## src/rtl/counter_pkg.sv

```systemverilog
// Shared counter definitions: saturation-mode encodings and the per-edge
// operation decode that gives clear > load > step > hold.
package counter_pkg;

  localparam int unsigned WRAP = 0;
  localparam int unsigned SAT  = 1;

  typedef enum logic [1:0] {
    OP_HOLD,
    OP_STEP,
    OP_LOAD,
    OP_CLR
  } cnt_op_e;

  function automatic cnt_op_e decode_op(input logic clr, input logic load, input logic ce);
    if (clr)       return OP_CLR;
    else if (load) return OP_LOAD;
    else if (ce)   return OP_STEP;
    return OP_HOLD;
  endfunction

endpackage

```

## src/rtl/bin2gray.sv

```systemverilog
// Parametrised binary-to-Gray converter, purely combinational, shared with
// FIFO pointer logic.
module bin2gray #(
  parameter int unsigned WIDTH = 4
) (
  input  logic [WIDTH-1:0] bin_i,
  output logic [WIDTH-1:0] gray_o
);

  assign gray_o = bin_i ^ (bin_i >> 1);

endmodule

```

## src/rtl/gray_updown_counter.sv

```systemverilog
// Up/down counter with registered binary and Gray outputs that update together,
// plus a one-cycle wrap/saturation pulse.
module gray_updown_counter
  import counter_pkg::*;
#(
  parameter int unsigned       WIDTH       = 4,
  parameter int unsigned       SATURATE    = WRAP,
  parameter logic [WIDTH-1:0]  RESET_VALUE = '0
) (
  input  logic             i_clk,
  input  logic             i_rst,
  input  logic             i_ce,
  input  logic             i_up,
  input  logic             i_clr,
  input  logic             i_load,
  input  logic [WIDTH-1:0] i_load_val,
  output logic [WIDTH-1:0] o_bin_cnt_out,
  output logic [WIDTH-1:0] o_gray_cnt_out,
  output logic             o_wrap
);

  localparam logic [WIDTH-1:0] MAX_CNT   = '1;
  localparam logic [WIDTH-1:0] RST_GRAY  = RESET_VALUE ^ (RESET_VALUE >> 1);

  logic [WIDTH-1:0] bin_q,  bin_d;
  logic [WIDTH-1:0] gray_q, gray_d;
  logic             wrap_q, wrap_d;

  always_comb begin
    // NOTE: defaults first so every path assigns every output; no latch can be inferred.
    bin_d  = bin_q;
    wrap_d = 1'b0;
    unique case (decode_op(i_clr, i_load, i_ce))
      OP_CLR:  bin_d = '0;
      OP_LOAD: bin_d = i_load_val;
      OP_STEP: begin
        if (i_up) begin
          if (bin_q == MAX_CNT) begin
            wrap_d = 1'b1;
            if (SATURATE == WRAP) bin_d = '0;
          end else begin
            bin_d = bin_q + WIDTH'(1);
          end
        end else begin
          if (bin_q == '0) begin
            wrap_d = 1'b1;
            if (SATURATE == WRAP) bin_d = MAX_CNT;
          end else begin
            bin_d = bin_q - WIDTH'(1);
          end
        end
      end
      default: ;
    endcase
  end

  // Gray is derived from the next binary value so both registers load at one edge.
  bin2gray #(.WIDTH(WIDTH)) u_bin2gray (
    .bin_i  (bin_d),
    .gray_o (gray_d)
  );

  always_ff @(posedge i_clk or posedge i_rst) begin
    if (i_rst) begin
      bin_q  <= RESET_VALUE;
      gray_q <= RST_GRAY;
      wrap_q <= 1'b0;
    end else begin
      // NOTE: non-blocking so all three registers see pre-edge values.
      bin_q  <= bin_d;
      gray_q <= gray_d;
      wrap_q <= wrap_d;
    end
  end

  assign o_bin_cnt_out  = bin_q;
  assign o_gray_cnt_out = gray_q;
  assign o_wrap         = wrap_q;

endmodule

```

## config.mk

```make
export PLATFORM = sky130hd
export DESIGN_NAME = gray_updown_counter
export DESIGN_NICKNAME = d
export VERILOG_FILES = /design/src/rtl/counter_pkg.sv /design/src/rtl/bin2gray.sv /design/src/rtl/gray_updown_counter.sv
export SDC_FILE = /design/constraint.sdc
export NUM_CORES = 1
export LEC_CHECK = 0
export ABC_AREA = 1
export CAP_MARGIN = 40
export CORE_MARGIN = 2
export CORE_UTILIZATION = 41
export DETAILED_ROUTE_END_ITERATION = 10
export HOLD_SLACK_MARGIN = 0.12
export PLACE_DENSITY_LB_ADDON = 0.1
export SLEW_MARGIN = 30
export SYNTH_ARGS = -nofsm -noshare
export SYNTH_HDL_FRONTEND = slang
export SYNTH_HIERARCHICAL = 1
export SYNTH_SLANG_ARGS = --single-unit
```

## constraint.sdc

```tcl
create_clock -name i_clk -period 1.94 [get_ports i_clk]
set_clock_uncertainty 0.15 [all_clocks]
set_input_delay 0.291 -clock i_clk [delete_from_list [all_inputs] [get_ports i_clk]]
set_output_delay 0.291 -clock i_clk [all_outputs]
set_load 0.005 [all_outputs]
```

Word level (Yosys, flattened, before mapping)
Cells that the tools add are included.
- add/subtract/negate cells: 2
- eq/ne operators: 4
- muxes and demuxes: 15
- bitwise gates (word level): 1
- reductions and logical operators: 1
- operator list (kind ; number):
    2-to-1 mux 4 bit ; 3
    one-hot mux 4 bit (3 select lines) ; 1
    2-to-1 mux 2 bit ; 4
    2-to-1 mux 1 bit ; 7
    adder 4 x 1 -> 4 bit, second input constant ; 1
    == test 2 bit, second input constant ; 2
    == test 4 bit, second input constant ; 1
    logical NOT 4 bit ; 1
    subtractor 4 x 1 -> 4 bit, second input constant ; 1
    XOR 4 x 3 -> 4 bit ; 1
    == test 2 x 1 -> 1 bit, second input constant ; 1
- register bits: 9
- input bits: 10

Logic depth before layout (Yosys ltp)
- word-level depth: 7
- depth in mapped cells: 11

Cells and area by module
The synthesis kept the hierarchy.
- modules (own cells, without submodules) (module ; instances ; cells each ; area an instance (um^2)):
    gray_updown_counter ; 1 ; 66 ; 528.0
    bin2gray ; 1 ; 14 ; 56.3

Least setup slack after synthesis
OpenSTA, ideal clock, no wires.
- path kind: register to register
- start point: register bin_q[0], in the netlist o_bin_cnt_out[0]
- end point: register gray_q[1], in the netlist o_gray_cnt_out[1]
- library setup time: 0.117 ns
- arrival: 1.281 ns
- data required time: 1.673 ns
- slack: 0.393 ns
- stages on the path, launching flop included: 9
- path buffers: 0
- path through: dfrtp_1 > inv_1 > ha_1 > xnor2_1 > nand2_1 > nand3_1 > inv_1 > nand2_1 > nand2_1
- longest elaborated chain between the ends: 5
- elaborated cells on any way between the ends: 9
- classes of those cells: 2 x add/sub; 1 x eq/ne; 4 x mux; 1 x bitwise; 1 x reduce/logical
- RTL lines (what ; line ; RTL):
    from (decl) ; gray_updown_counter.sv:25 ; logic [WIDTH-1:0] bin_q, bin_d;
    from (signal assigned) ; gray_updown_counter.sv:70 ; bin_q <= bin_d;
    subtractor 4 x 1 -> 4 bit (tied with other cells) ; gray_updown_counter.sv:49 ; bin_d = bin_q - WIDTH'(1);
    2-to-1 mux 4 bit (on tied branches) ; gray_updown_counter.sv:45, gray_updown_counter.sv:38 ;
    2-to-1 mux 4 bit (*) ; gray_updown_counter.sv:37 ; if (i_up) begin
    one-hot mux 4 bit (3 select lines) (*) ; gray_updown_counter.sv:33 ; unique case (decode_op(i_clr, i_load, i_ce))
    named net bin_d[1] ; gray_updown_counter.sv:25 ;
    XOR 4 x 3 -> 4 bit (*) ; bin2gray.sv:10 ; assign gray_o = bin_i ^ (bin_i >> 1);
    named net gray_d[1] ; gray_updown_counter.sv:26 ; logic [WIDTH-1:0] gray_q, gray_d;
    to (signal assigned) ; gray_updown_counter.sv:71 ; gray_q <= gray_d;
    to (decl) ; gray_updown_counter.sv:26 ;
The timed path passes the listed nets; every way through them passes the cells marked *.

Worst setup path after layout
- start point: register bin_q[2], in the netlist o_bin_cnt_out[2]
- end point: output port o_bin_cnt_out[2]
- RTL lines (what ; line ; RTL):
    to (decl) ; gray_updown_counter.sv:17 ; output logic [WIDTH-1:0] o_bin_cnt_out,
No word-level cell between the ends.

==> impl_metrics.ini <==
[status]
status = finished clean

[logic_synthesis]
ys_warn_count = 6
syn_avg_cell_area_um2 = 7.30
synth_fp_nets = 92
syn_area_um2 = 584
ys_ff_latch = 9
postSynthCellCount = 80
synth_cell_types = 18
synth_seq_area_share_pct = 38.5

[power_and_ir_drop]
leakage_nw = 0.411
pwr_density_cell_nw_per_um2 = 641
ir_worst_vdd_mv = 0.654

[floorplan]
die_width_um = 41.8
die_y_um = 41.8
die-area_um2 = 1740
core_area_um2 = 1320
boundaryPins = 19
fp-row-count = 13
initial_utilization_pct = 44.3

[layout]
syn_to_final_growth_pct = 36.6
fin_area_um2 = 798
drive_above_1_share_pct = 10.9
diodes = 0
fillers = 128
nets = 114

[place]
routabilityCongestion = 0.830
dp_slack_ns = 0.152
dp_hpwl_um = 913
dpl-instance-area_um2 = 772
io_buffers = 18

[cts]
cts_made_buffers = 3
cts_tree = done
clock_latency_ns = 0.25
cts-root-buf = clkbuf_4
htree_levels = 1
cts_resized = 0
numClockSinks = 9
clk_pin_slew_ns = 0.06
cts_hold_buf = 0
postCtsSetupBuffers = 0
cts_buffer_depth = 2

[setup_path]
worstPathArrival_ns = 1.37
cp.depth = 1
crit_type = flop to output port
rr_worst_depth = 10
cpLargestDelayFamily = buffers and inverters
end_kind = output port
cp_slowest_cell = clkdlybuf4s50_1
path_buf_inv = 1
regToRegSetupSlack_ns = 0.21
start_kind = flop
path_max_fanout = 9
crit_chain = clkdlybuf4s50_1
crit_required_ns = 1.50
critPathMaxStageDelay_ns = 0.57

[run]
max_cap_violations = 0

[sta]
min_period_over_period_pct = 93.5
min_period_ns = 1.81
worst_pin_slew_ns = 0.351
rsz0062_at_grt = no
tns_ns = 0
finalHoldViolCount = 0
fmax_ghz = 0.552
slew_violations = 0
finalSetupViolations = 0
fin_ws_ns = 0.127
relSlewSlack_pct = 76.6

[grt]
grt_pass1_wl_um = 1980
antenna_found_initial = 0
grt_pass1_vias = 443
gr-total-overflow = 0
grt_usage_pct = 14.8
grt_start_max_net_pins = 10

[drt]
first_pass_iters = 4
drc = 0
final_antenna_net_count = 0
totalWireLength_um = 1130
drt-wirelength-per-cell_um = 9.78
viasPerCell = 4.50
vias = 522
drt_iter0_drc = 5

[min_path]
holdCritPathClass = input pin to async pin
[synthesized netlist by cell type (all sizes together)]
cell type   n  share of area [%]
nand2      35                 23
inv        12                7.7
nand3      10                9.4
dfrtp       9                 39
nor2        6                8.4
buf         2                3.2
ha          2                4.3
a21oi       1               0.86
nand4       1                1.1
o211ai      1                2.1
xnor2       1                1.5
[layout make-up]
type,instances,area [um^2],area share (%)
Timing Repair Buffer,19,188,23.5
Sequential cell,9,225,28.2
Tap cell,15,18.8,2.35
Multi-Input combinational cell,57,295,37.0
Inverter,12,45.0,5.64
Clock buffer,4,26.3,3.29
[per-stage QoR]
stage | instances | util, % | power, mW | hold WS [ns]
after floorplan | 80 | - | 0.309 | -0.0311
after global placement | 112 | 58.6 | 0.377 | 0.420
after detailed placement | 112 | 58.6 | 0.379 | 0.424
after CTS | 116 | 60.6 | 0.519 | 0.147
after global routing | 116 | 60.6 | 0.548 | 0.198
final | 116 | 60.6 | 0.512 | 0.136
[state kept, by name, indices dropped and copies added (netlist names)]
signal          cells
o_bin_cnt_out       4
o_gray_cnt_out      4
o_wrap              1
[cell usage in the layout, fill, tap and decap left out, drive strengths merged]
master,n
o211ai,1
nand4,1
clkbuf,4
ha,2
clkdlybuf4s50,18
nand3,10
a21oi,1
inv,12
buf,1
dfrtp,9
nor2,6
nand2,35
xnor2,1
[logic make-up after synthesis]
logic type | after synthesis | share of synthesized area [%]
DFF | 9 | 38.5
AOI/OAI and AO/OA | 2 | 3.00
xor gates and xnor gates | 1 | 1.50
buffers and inverters | 14 | 10.9
and+or+nand+nor | 52 | 41.8
adders and majority gates | 2 | 4.28
[worst paths after layout]
path / from / end
min reg2reg: o_bin_cnt_out[0] / o_bin_cnt_out[0]
min: i_rst / o_gray_cnt_out[3]
min in group i_clk: i_load_val[0] / o_bin_cnt_out[0]
max: o_bin_cnt_out[2] / o_bin_cnt_out[2]
max in group asynchronous: i_rst / o_gray_cnt_out[0]
max reg2reg: o_bin_cnt_out[0] / o_gray_cnt_out[1]
[power by group]
part	internal [mW]	switching (mW)	total, mW	leakage (nW)
registers	0.207	0.0225	0.229	0.117
logic	0.0803	0.0635	0.144	0.279
clock network	0.0789	0.0595	0.138	0.0150
[metal layers]
metal,part of all wire [%],vias to the layer above,wire [um],global-route usage (%)
li1,-,286,-,-
met1,48,221,548,19.7
met2,46,15,523,23.8
met3,5.4,0,61,6.52
met4,0,0,0,0
met5,0,-,0,0
Note: power is estimated with default switching activity, not from simulation.
